$ cat src/rtl/mult_pkg.sv
// Shared types and sizing for the signed shift-add multiplier.
package mult_pkg;

   localparam int MULT_WIDTH = 8;

   typedef enum logic [2:0] {
      IDLE,
      CLEAR,
      ARITH,
      SHIFT,
      DONE
   } state_t;

endpackage

$ cat src/rtl/mult_control.sv
// Sequencer for the shift-add multiplier: one CLEAR, then WIDTH ARITH/SHIFT
// pairs, then DONE until Run is released.
module mult_control
   import mult_pkg::*;
#(
   parameter int WIDTH = MULT_WIDTH
) (
   input  logic Clk,
   input  logic Reset,
   input  logic Run,
   input  logic ClearA_LoadB,
   input  logic M,
   output logic Clr_A,
   output logic Ld_B,
   output logic Add_En,
   output logic Sub,
   output logic Shift_En,
   output logic Busy,
   output logic Done
);

   localparam int CW = (WIDTH > 1) ? $clog2(WIDTH) : 1;
   localparam logic [CW-1:0] LAST = CW'(WIDTH - 1);

   state_t        state_q, state_d;
   logic [CW-1:0] cnt_q, cnt_d;
   logic          last_iter;

   assign last_iter = (cnt_q == LAST);

   always_ff @(posedge Clk) begin
      if (Reset) begin
         state_q <= IDLE;
         cnt_q   <= '0;
      end else begin
         state_q <= state_d;
         cnt_q   <= cnt_d;
      end
   end

   always_comb begin
      state_d  = state_q;
      cnt_d    = cnt_q;
      Clr_A    = 1'b0;
      Ld_B     = 1'b0;
      Add_En   = 1'b0;
      Sub      = 1'b0;
      Shift_En = 1'b0;
      Busy     = 1'b0;
      Done     = 1'b0;

      unique case (state_q)
         IDLE: begin
            Clr_A = ClearA_LoadB;
            Ld_B  = ClearA_LoadB;
            if (Run) begin
               state_d = CLEAR;
               cnt_d   = '0;
            end
         end
         CLEAR: begin
            Clr_A   = 1'b1;
            Busy    = 1'b1;
            state_d = ARITH;
         end
         ARITH: begin
            // The final iteration subtracts: the multiplier MSB carries negative weight.
            Add_En  = M;
            Sub     = last_iter & M;
            Busy    = 1'b1;
            state_d = SHIFT;
         end
         SHIFT: begin
            Shift_En = 1'b1;
            Busy     = 1'b1;
            if (last_iter) begin
               state_d = DONE;
            end else begin
               cnt_d   = cnt_q + 1'b1;
               state_d = ARITH;
            end
         end
         DONE: begin
            Done = 1'b1;
            if (!Run) state_d = IDLE;
         end
         default: state_d = IDLE;
      endcase
   end

endmodule

$ cat config.mk
export PLATFORM = sky130hd
export DESIGN_NAME = mult_control
export DESIGN_NICKNAME = d
export VERILOG_FILES = /design/src/rtl/mult_pkg.sv /design/src/rtl/mult_control.sv
export SDC_FILE = /design/constraint.sdc
export NUM_CORES = 1
export LEC_CHECK = 0
export CORE_AREA = 2 2 39 41
export DETAILED_ROUTE_END_ITERATION = 10
export DIE_AREA = 0 0 41 43
export GPL_ROUTABILITY_DRIVEN = 1
export GPL_TIMING_DRIVEN = 0
export PLACE_DENSITY = 0.56
export SYNTH_ARGS = -nofsm -noshare
export SYNTH_HDL_FRONTEND = slang
export SYNTH_SLANG_ARGS = --single-unit
$ cat constraint.sdc
create_clock -name Clk -period 2.2 [get_ports Clk]
set_input_delay 0.55 -clock Clk [delete_from_list [all_inputs] [get_ports Clk]]
set_output_delay 0.55 -clock Clk [all_outputs]
set_load 0.02 [all_outputs]
==> impl_metrics.prom, run 1 <==
# TYPE chip_impl_metric gauge
chip_impl_info{name="outcome",value="complete, no violations"} 1
chip_impl_info{name="hp-start",value="cnt_q[1]$_SDFFE_PP0P_"} 1
chip_impl_metric{name="max_freq",unit="GHz"} 0.467
chip_impl_info{name="worstSetupStartpointType",value="input port"} 1
chip_impl_info{name="clock_tree_from_tritoncts",value="built"} 1
chip_impl_metric{name="timing.final.max_slew_violations",unit=""} 0
chip_impl_metric{name="synth_sequential_area_ratio",unit="%"} 34.2
chip_impl_metric{name="min_period_over_period",unit="%"} 97.3
chip_impl_metric{name="synth_cell_type_count",unit=""} 22
chip_impl_metric{name="hold_depth",unit=""} 2
chip_impl_metric{name="detailedPlacementHpwl",unit="um"} 548
chip_impl_metric{name="timing.final.hold_violations",unit=""} 0
chip_impl_metric{name="layout.cells.non_filler",unit=""} 70
chip_impl_metric{name="multiInputGateArea",unit="um2"} 221
chip_impl_info{name="ys.flop_type",value="dfxtp_1"} 1
chip_impl_metric{name="worst-endpoint-arrival",unit="ns"} 1.59
chip_impl_metric{name="async_reset_ff_share",unit="%"} 0
chip_impl_metric{name="period_minus_slack",unit="ns"} 2.14
chip_impl_metric{name="layout_stage_area_growth_over_the_synthesis_result",unit="%"} 46.3
chip_impl_metric{name="die-area",unit="mm2"} 0.00176
chip_impl_metric{name="clock_latency",unit="ns"} 0.24
chip_impl_metric{name="cts.htree.levels",unit=""} 1
chip_impl_metric{name="worst-r2r-cell-count",unit=""} 4
chip_impl_metric{name="placeableCoreArea",unit="mm2"} 0.00138
chip_impl_metric{name="insertedDiodeCount",unit=""} 0
chip_impl_metric{name="instance_count_after_placement_with_tap_cells_included",unit=""} 67
chip_impl_metric{name="post_synth.cell_area_avg",unit="um2"} 8.79
chip_impl_info{name="crit_path_end_kind",value="output port"} 1
chip_impl_metric{name="leakagePower",unit="uW"} 0.000240
chip_impl_metric{name="cts-buffers-inserted",unit=""} 3
chip_impl_info{name="hp-class",value="reg -> reg"} 1
chip_impl_metric{name="routed_wire_length_per_instance",unit="um"} 10.9
chip_impl_metric{name="viasPerCell",unit=""} 4.86
chip_impl_metric{name="drt_pre_antenna_iters",unit=""} 2
chip_impl_metric{name="grt_pass1_wl",unit="mm"} 1.15
chip_impl_metric{name="worst_ir_drop_vdd",unit="uV"} 414
chip_impl_metric{name="timing.reg2reg.setup_slack",unit="ns"} 0.54
chip_impl_metric{name="fin_worst_skew",unit="ns"} 0.00442
chip_impl_metric{name="worst_pin_slew",unit="ns"} 0.259
chip_impl_metric{name="cap_viol_max_count",unit=""} 0
chip_impl_metric{name="syn-instance-count",unit=""} 40
chip_impl_metric{name="worst-path-max-fanout",unit=""} 2
chip_impl_info{name="grt_setup_unrepaired",value="no"} 1
chip_impl_metric{name="finalSetupViolations",unit=""} 0
chip_impl_metric{name="clock_tree.buffer_depth",unit=""} 2
chip_impl_metric{name="final_antenna_net_count",unit=""} 0
chip_impl_metric{name="synth.yosys.warnings",unit=""} 0
chip_impl_metric{name="row_count",unit=""} 14
chip_impl_metric{name="global_route.usage.total",unit="%"} 9.68
chip_impl_metric{name="cellPowerDensity",unit="mW/mm2"} 537
chip_impl_info{name="rr_endpoint",value="cnt_q[1]$_SDFFE_PP0P_"} 1
chip_impl_info{name="timing.hold.worst_endpoint",value="cnt_q[1]$_SDFFE_PP0P_"} 1
chip_impl_metric{name="cts.sink_count",unit=""} 6
chip_impl_metric{name="ys_ff_latch",unit=""} 6
chip_impl_metric{name="power",unit="uW"} 276
chip_impl_metric{name="whs",unit="ns"} 0.478
chip_impl_metric{name="seqCellArea",unit="um2"} 120
chip_impl_metric{name="synth.cell_area",unit="um2"} 352
chip_impl_metric{name="finalNetCount",unit=""} 63
chip_impl_metric{name="die_h",unit="um"} 43
chip_impl_metric{name="drt_first_iter_violations",unit=""} 3
chip_impl_metric{name="max_slew_margin",unit="%"} 82.5
chip_impl_metric{name="floorplan.initialDensity",unit="%"} 25.4
chip_impl_metric{name="grt-ovfl-total",unit=""} 0
chip_impl_metric{name="clk_transition_reported_paths",unit="ns"} 0.04
chip_impl_metric{name="synth-edff-count",unit=""} 0
chip_impl_metric{name="fill_cell_count",unit=""} 147
chip_impl_metric{name="post_synthesis_net_count",unit=""} 47
chip_impl_metric{name="die-width",unit="um"} 41
chip_impl_metric{name="drc",unit=""} 0
chip_impl_metric{name="worstPathRequired",unit="ns"} 1.65
chip_impl_metric{name="maximum_number_of_pins_on_one_net_before_global_route_repair",unit=""} 11
chip_impl_info{name="yosys.area.top_type",value="dfxtp_1"} 1
chip_impl_info{name="crit_path_class",value="in -> out"} 1
chip_impl_metric{name="detailroute.via_count",unit=""} 340
chip_impl_metric{name="yosys.area.top_type_share",unit="%"} 34.2
chip_impl_info{name="clock_tree.root_cell",value="clkbuf_4"} 1
chip_impl_metric{name="final_layout_size_suffix_gt1_share",unit="%"} 22.2
chip_impl_metric{name="vias_in_the_first_global_route",unit=""} 287
chip_impl_info{name="synth_area_leaders",value="dfxtp_1 (34%), ha_1 (7.1%), a2111o_1 (6.4%), nor2_1 (5.3%), a21oi_1 (4.3%)"} 1
chip_impl_info{name="crit-reg2reg-launch",value="state_q[1]$_SDFFE_PP0P_"} 1
chip_impl_metric{name="placement.io_buffers",unit=""} 11
chip_impl_metric{name="cts_post_setup_buffers_inserted",unit=""} 0
chip_impl_metric{name="totalWireLength",unit="um"} 760
chip_impl_metric{name="antenna_violations_before_repair",unit=""} 0
chip_impl_metric{name="globalplace.congestion",unit=""} 0.662
chip_impl_metric{name="io_pins",unit=""} 12
per-layer routing:
metal,wire length [um],up-vias,global-route usage [%]
met5,0,-,0
met4,4,0,4.00
met3,64,2,6.28
met2,311,12,12.5
met1,380,149,12.4
li1,-,177,-
worst max-delay path, cell delays in order:
cell and delay, ns:
clkdlybuf4s50_1 0.46, nor4bb_4 0.28, and2_1 0.15, buf_2 0.15
cell families after synthesis:
family / Yosys count / synth area share, %
adders and majority gates: 2 / 7.12
AOI/OAI and AO/OA: 6 / 13.2
and+or+nand+nor: 21 / 37.7
DFF: 6 / 34.2
buffers and inverters: 5 / 7.83
cells in the mapped netlist (2+ instances only):
cell	number
a2111o_1	2
dfxtp_1	6
nor2_1	5
and2_1	2
ha_1	2
inv_1	2
nor4_1	2
a21oi_1	3
nand3_1	3
sequential cells by signal, summed over array words and instances, names as in the netlist:
| name | flops |
|---|---|
| cnt_q | 3 |
| state_q | 3 |
area by class of cell:
class                      count  area share (%)
buffer                         3            4.62
clock buffer                   3            4.38
inverter                       2            1.46
multi-input combinational     29            43.1
sequential                     6            23.4
tap                           16            3.89
timing repair buffer          11            19.2
metrics by stage:
step	TNS (ns)	area, um2	setup WS [ns]	utilization, %
floorplan	0	358	0.222	-
global placement	-1.11	488	-0.382	35.3
detailed placement	-1.17	488	-0.421	35.3
CTS	-0.00415	515	-0.00415	37.3
global route	0	514	0.0238	37.2
finish	0	514	0.0595	37.2
worst max-delay path by stage:
stage,startpoint,end,slack [ns],depth (start not counted)
floorplan,M,Sub,0.22,2
global placement,M,Sub,-0.38,4
detailed placement,M,Sub,-0.42,4
CTS,state_q[2]$_SDFFE_PP0P_,Shift_En,-0.004,3
global route,M,Sub,0.02,4
finish,M,Sub,0.06,4
cells in the final DEF, fill, tap and decap left out, types with 3 or more instances in the layout:
master / Yosys / routed
dfxtp_1: 6 / 6
clkdlybuf4s50_1: 0 / 5
clkbuf_4: 0 / 4
nor2_1: 5 / 4
nand3_1: 3 / 3
a21oi_1: 3 / 3
power by group:
part / switching (uW) / internal [uW] / total (uW)
sequential: 1.32 / 113 / 114
clock: 36.4 / 61.5 / 97.9
combinational: 33.7 / 30.3 / 63.9
total: 71.4 / 205 / 276
timing repair:
item                                   CTS  global route
setup endpoints to repair                6             4
hold buffers                             0             0
cloned                                   0             0
pin swaps                                0             0
resized for setup                       11             8
endpoints found under the hold margin    0             0
Note: power is estimated with default switching activity, not from simulation.
==> run 2, diff against run 1 <==
SKIP_CTS_REPAIR_TIMING = 1   (was unset)
==> run 2 against run 1 <==
Non-clock buffer count unchanged. Cell count unchanged. First-iteration DRC count unchanged. Sequential share of layout area decreased by 0.34 points. Critical path type unchanged. Largest cell class unchanged.
==> impl_metrics.prom, run 2 (synthesis gave the netlist of run 1 again) <==
# TYPE chip_impl_metric gauge
chip_impl_metric{name="worst-path-max-fanout",unit=""} 2
chip_impl_metric{name="final_util",unit="%"} 37.7
chip_impl_metric{name="timing.final.max_slew_violations",unit=""} 0
chip_impl_metric{name="worst_pin_slew",unit="ns"} 0.233
chip_impl_metric{name="drt_pre_antenna_iters",unit=""} 2
chip_impl_info{name="crit_path_end_kind",value="output port"} 1
chip_impl_metric{name="worst-r2r-cell-count",unit=""} 4
chip_impl_metric{name="instance_count_after_placement_with_tap_cells_included",unit=""} 67
chip_impl_metric{name="max_freq",unit="GHz"} 0.467
chip_impl_metric{name="power.combinational.fraction",unit="%"} 23.4
chip_impl_metric{name="switching_share",unit="%"} 25.5
chip_impl_metric{name="worst_ir_drop_vdd",unit="uV"} 414
chip_impl_info{name="largest_registers",value="cnt_q: 3 flops, state_q: 3 flops"} 1
chip_impl_metric{name="floorplan.initialDensity",unit="%"} 25.4
chip_impl_metric{name="layout.cells.non_filler",unit=""} 70
chip_impl_metric{name="insertedDiodeCount",unit=""} 0
chip_impl_metric{name="clock_tree.buffer_depth",unit=""} 2
chip_impl_metric{name="layout_stage_area_growth_over_the_synthesis_result",unit="%"} 48.4
chip_impl_metric{name="timing.reg2reg.setup_slack",unit="ns"} 0.54
chip_impl_metric{name="grt-ovfl-total",unit=""} 0
chip_impl_metric{name="finalNetCount",unit=""} 63
chip_impl_info{name="hp-class",value="reg -> reg"} 1
chip_impl_metric{name="worst-endpoint-arrival",unit="ns"} 1.59
chip_impl_metric{name="placeableCoreArea",unit="mm2"} 0.00138
chip_impl_metric{name="row_count",unit=""} 14
chip_impl_metric{name="net-switching-power",unit="uW"} 70.5
chip_impl_metric{name="final_layout_size_suffix_gt1_share",unit="%"} 18.5
chip_impl_metric{name="clock_latency",unit="ns"} 0.24
chip_impl_metric{name="power.share.clock",unit="%"} 35.4
chip_impl_metric{name="power",unit="uW"} 277
chip_impl_info{name="crit-reg2reg-launch",value="state_q[1]$_SDFFE_PP0P_"} 1
chip_impl_metric{name="antenna_violations_before_repair",unit=""} 0
chip_impl_info{name="worstSetupStartpointType",value="input port"} 1
chip_impl_metric{name="detailedPlacementHpwl",unit="um"} 548
chip_impl_metric{name="placement.io_buffers",unit=""} 11
chip_impl_metric{name="io_pins",unit=""} 12
chip_impl_metric{name="final_cell_area",unit="um2"} 522
chip_impl_metric{name="placedInstanceArea",unit="um2"} 488
chip_impl_metric{name="share_seq_of_total_power",unit="%"} 41.3
chip_impl_metric{name="die-area",unit="mm2"} 0.00176
chip_impl_metric{name="internal_power",unit="uW"} 206
chip_impl_metric{name="final_antenna_net_count",unit=""} 0
chip_impl_metric{name="drc",unit=""} 0
chip_impl_metric{name="routed_wire_length_per_instance",unit="um"} 10.9
chip_impl_metric{name="clk_transition_reported_paths",unit="ns"} 0.04
chip_impl_metric{name="worstPathRequired",unit="ns"} 1.65
chip_impl_metric{name="totalWireLength",unit="um"} 760
chip_impl_metric{name="die_h",unit="um"} 43
chip_impl_info{name="endpoint",value="Sub"} 1
chip_impl_metric{name="cts.htree.levels",unit=""} 1
chip_impl_metric{name="grt_pass1_wl",unit="mm"} 1.16
chip_impl_metric{name="cts.sink_count",unit=""} 6
chip_impl_info{name="clock_tree_from_tritoncts",value="built"} 1
chip_impl_info{name="rr_endpoint",value="cnt_q[1]$_SDFFE_PP0P_"} 1
chip_impl_metric{name="cap_viol_max_count",unit=""} 0
chip_impl_metric{name="totalNegativeSetupSlack",unit="ns"} 0
chip_impl_metric{name="viasPerCell",unit=""} 4.84
chip_impl_metric{name="maximum_number_of_pins_on_one_net_before_global_route_repair",unit=""} 11
chip_impl_info{name="outcome",value="complete, no violations"} 1
chip_impl_metric{name="vias_in_the_first_global_route",unit=""} 300
chip_impl_metric{name="timing.final.hold_violations",unit=""} 0
chip_impl_metric{name="finalSetupViolations",unit=""} 0
chip_impl_metric{name="cts-buffers-inserted",unit=""} 3
chip_impl_metric{name="die-width",unit="um"} 41
chip_impl_metric{name="period_minus_slack",unit="ns"} 2.14
chip_impl_metric{name="cellPowerDensity",unit="mW/mm2"} 530
chip_impl_metric{name="fin_worst_skew",unit="ns"} 0.00443
chip_impl_info{name="crit_start",value="M"} 1
chip_impl_info{name="clock_tree.root_cell",value="clkbuf_4"} 1
chip_impl_info{name="layout_commonest_cell",value="dfxtp_1"} 1
chip_impl_metric{name="drt_first_iter_violations",unit=""} 3
chip_impl_metric{name="max_slew_margin",unit="%"} 84.3
chip_impl_metric{name="globalplace.congestion",unit=""} 0.662
chip_impl_metric{name="leakagePower",unit="uW"} 0.000274
chip_impl_info{name="grt_setup_unrepaired",value="no"} 1
chip_impl_metric{name="min_period_over_period",unit="%"} 97.4
chip_impl_metric{name="global_route.usage.total",unit="%"} 9.78
chip_impl_metric{name="hold_depth",unit=""} 2
chip_impl_info{name="most-common-layout-cells",value="dfxtp_1 (6), clkdlybuf4s50_1 (5), dlymetal6s2s_1 (5)"} 1
chip_impl_metric{name="detailroute.via_count",unit=""} 339
chip_impl_info{name="crit_path_class",value="in -> out"} 1
## run 2: cell count changes in the layout (fill, tap and decap cells not counted), sizes merged
| cell | before | now |
|---|---|---|
| dlygate4sd2 | 1 | 0 |
| clkbuf | 6 | 4 |
| dlymetal6s2s | 2 | 5 |
## run 2: final cells by class
type                    count  area, um2
plain buffers               3       21.3
clock buffers               3       22.5
fillers                   141        862
inverters                   2       7.51
multi-input cells          29        213
flip-flops and latches      6        120
well taps                  16       20.0
repair buffers             11        118
## run 2: metrics by stage
step	setup slack, ns	hold WS [ns]
floorplan	0.222	0.441
global placement	-0.382	0.458
detailed placement	-0.421	0.467
CTS	-0.416	0.474
global route	0.0104	0.489
finish	0.0565	0.478
## run 2: worst min path at each step
stage	startpoint	endpoint	slack [ns]
finish	cnt_q[1]$_SDFFE_PP0P_	cnt_q[1]$_SDFFE_PP0P_	0.48
global route	cnt_q[1]$_SDFFE_PP0P_	cnt_q[1]$_SDFFE_PP0P_	0.49
CTS	cnt_q[1]$_SDFFE_PP0P_	cnt_q[1]$_SDFFE_PP0P_	0.47
detailed placement	cnt_q[1]$_SDFFE_PP0P_	cnt_q[1]$_SDFFE_PP0P_	0.47
global placement	cnt_q[1]$_SDFFE_PP0P_	cnt_q[1]$_SDFFE_PP0P_	0.46
floorplan	cnt_q[1]$_SDFFE_PP0P_	cnt_q[1]$_SDFFE_PP0P_	0.44
## run 2: routing by layer
layer / GRT usage [%] / up-vias / part of all wire [%]
li1: - / 177 / -
met1: 12.1 / 148 / 50
met2: 13.1 / 12 / 41
met3: 6.28 / 2 / 8.2
met4: 4.00 / 0 / 0.53
met5: 0 / - / 0
## run 2: power by group through the flow
stage	sequential (uW)	clock, uW	combinational, uW
3_3_place_gp	116	0	65.6
5_1_grt	114	110	70.4
2_1_floorplan	116	0	37.0
4_1_cts	114	103	65.4
3_5_place_dp	116	0	65.2
6_report	114	97.9	64.7
## run 2: critical path: stages
cell,delay (ns)
clkdlybuf4s50_1,0.44
nor4bb_2,0.28
and2_1,0.16
clkbuf_2,0.16
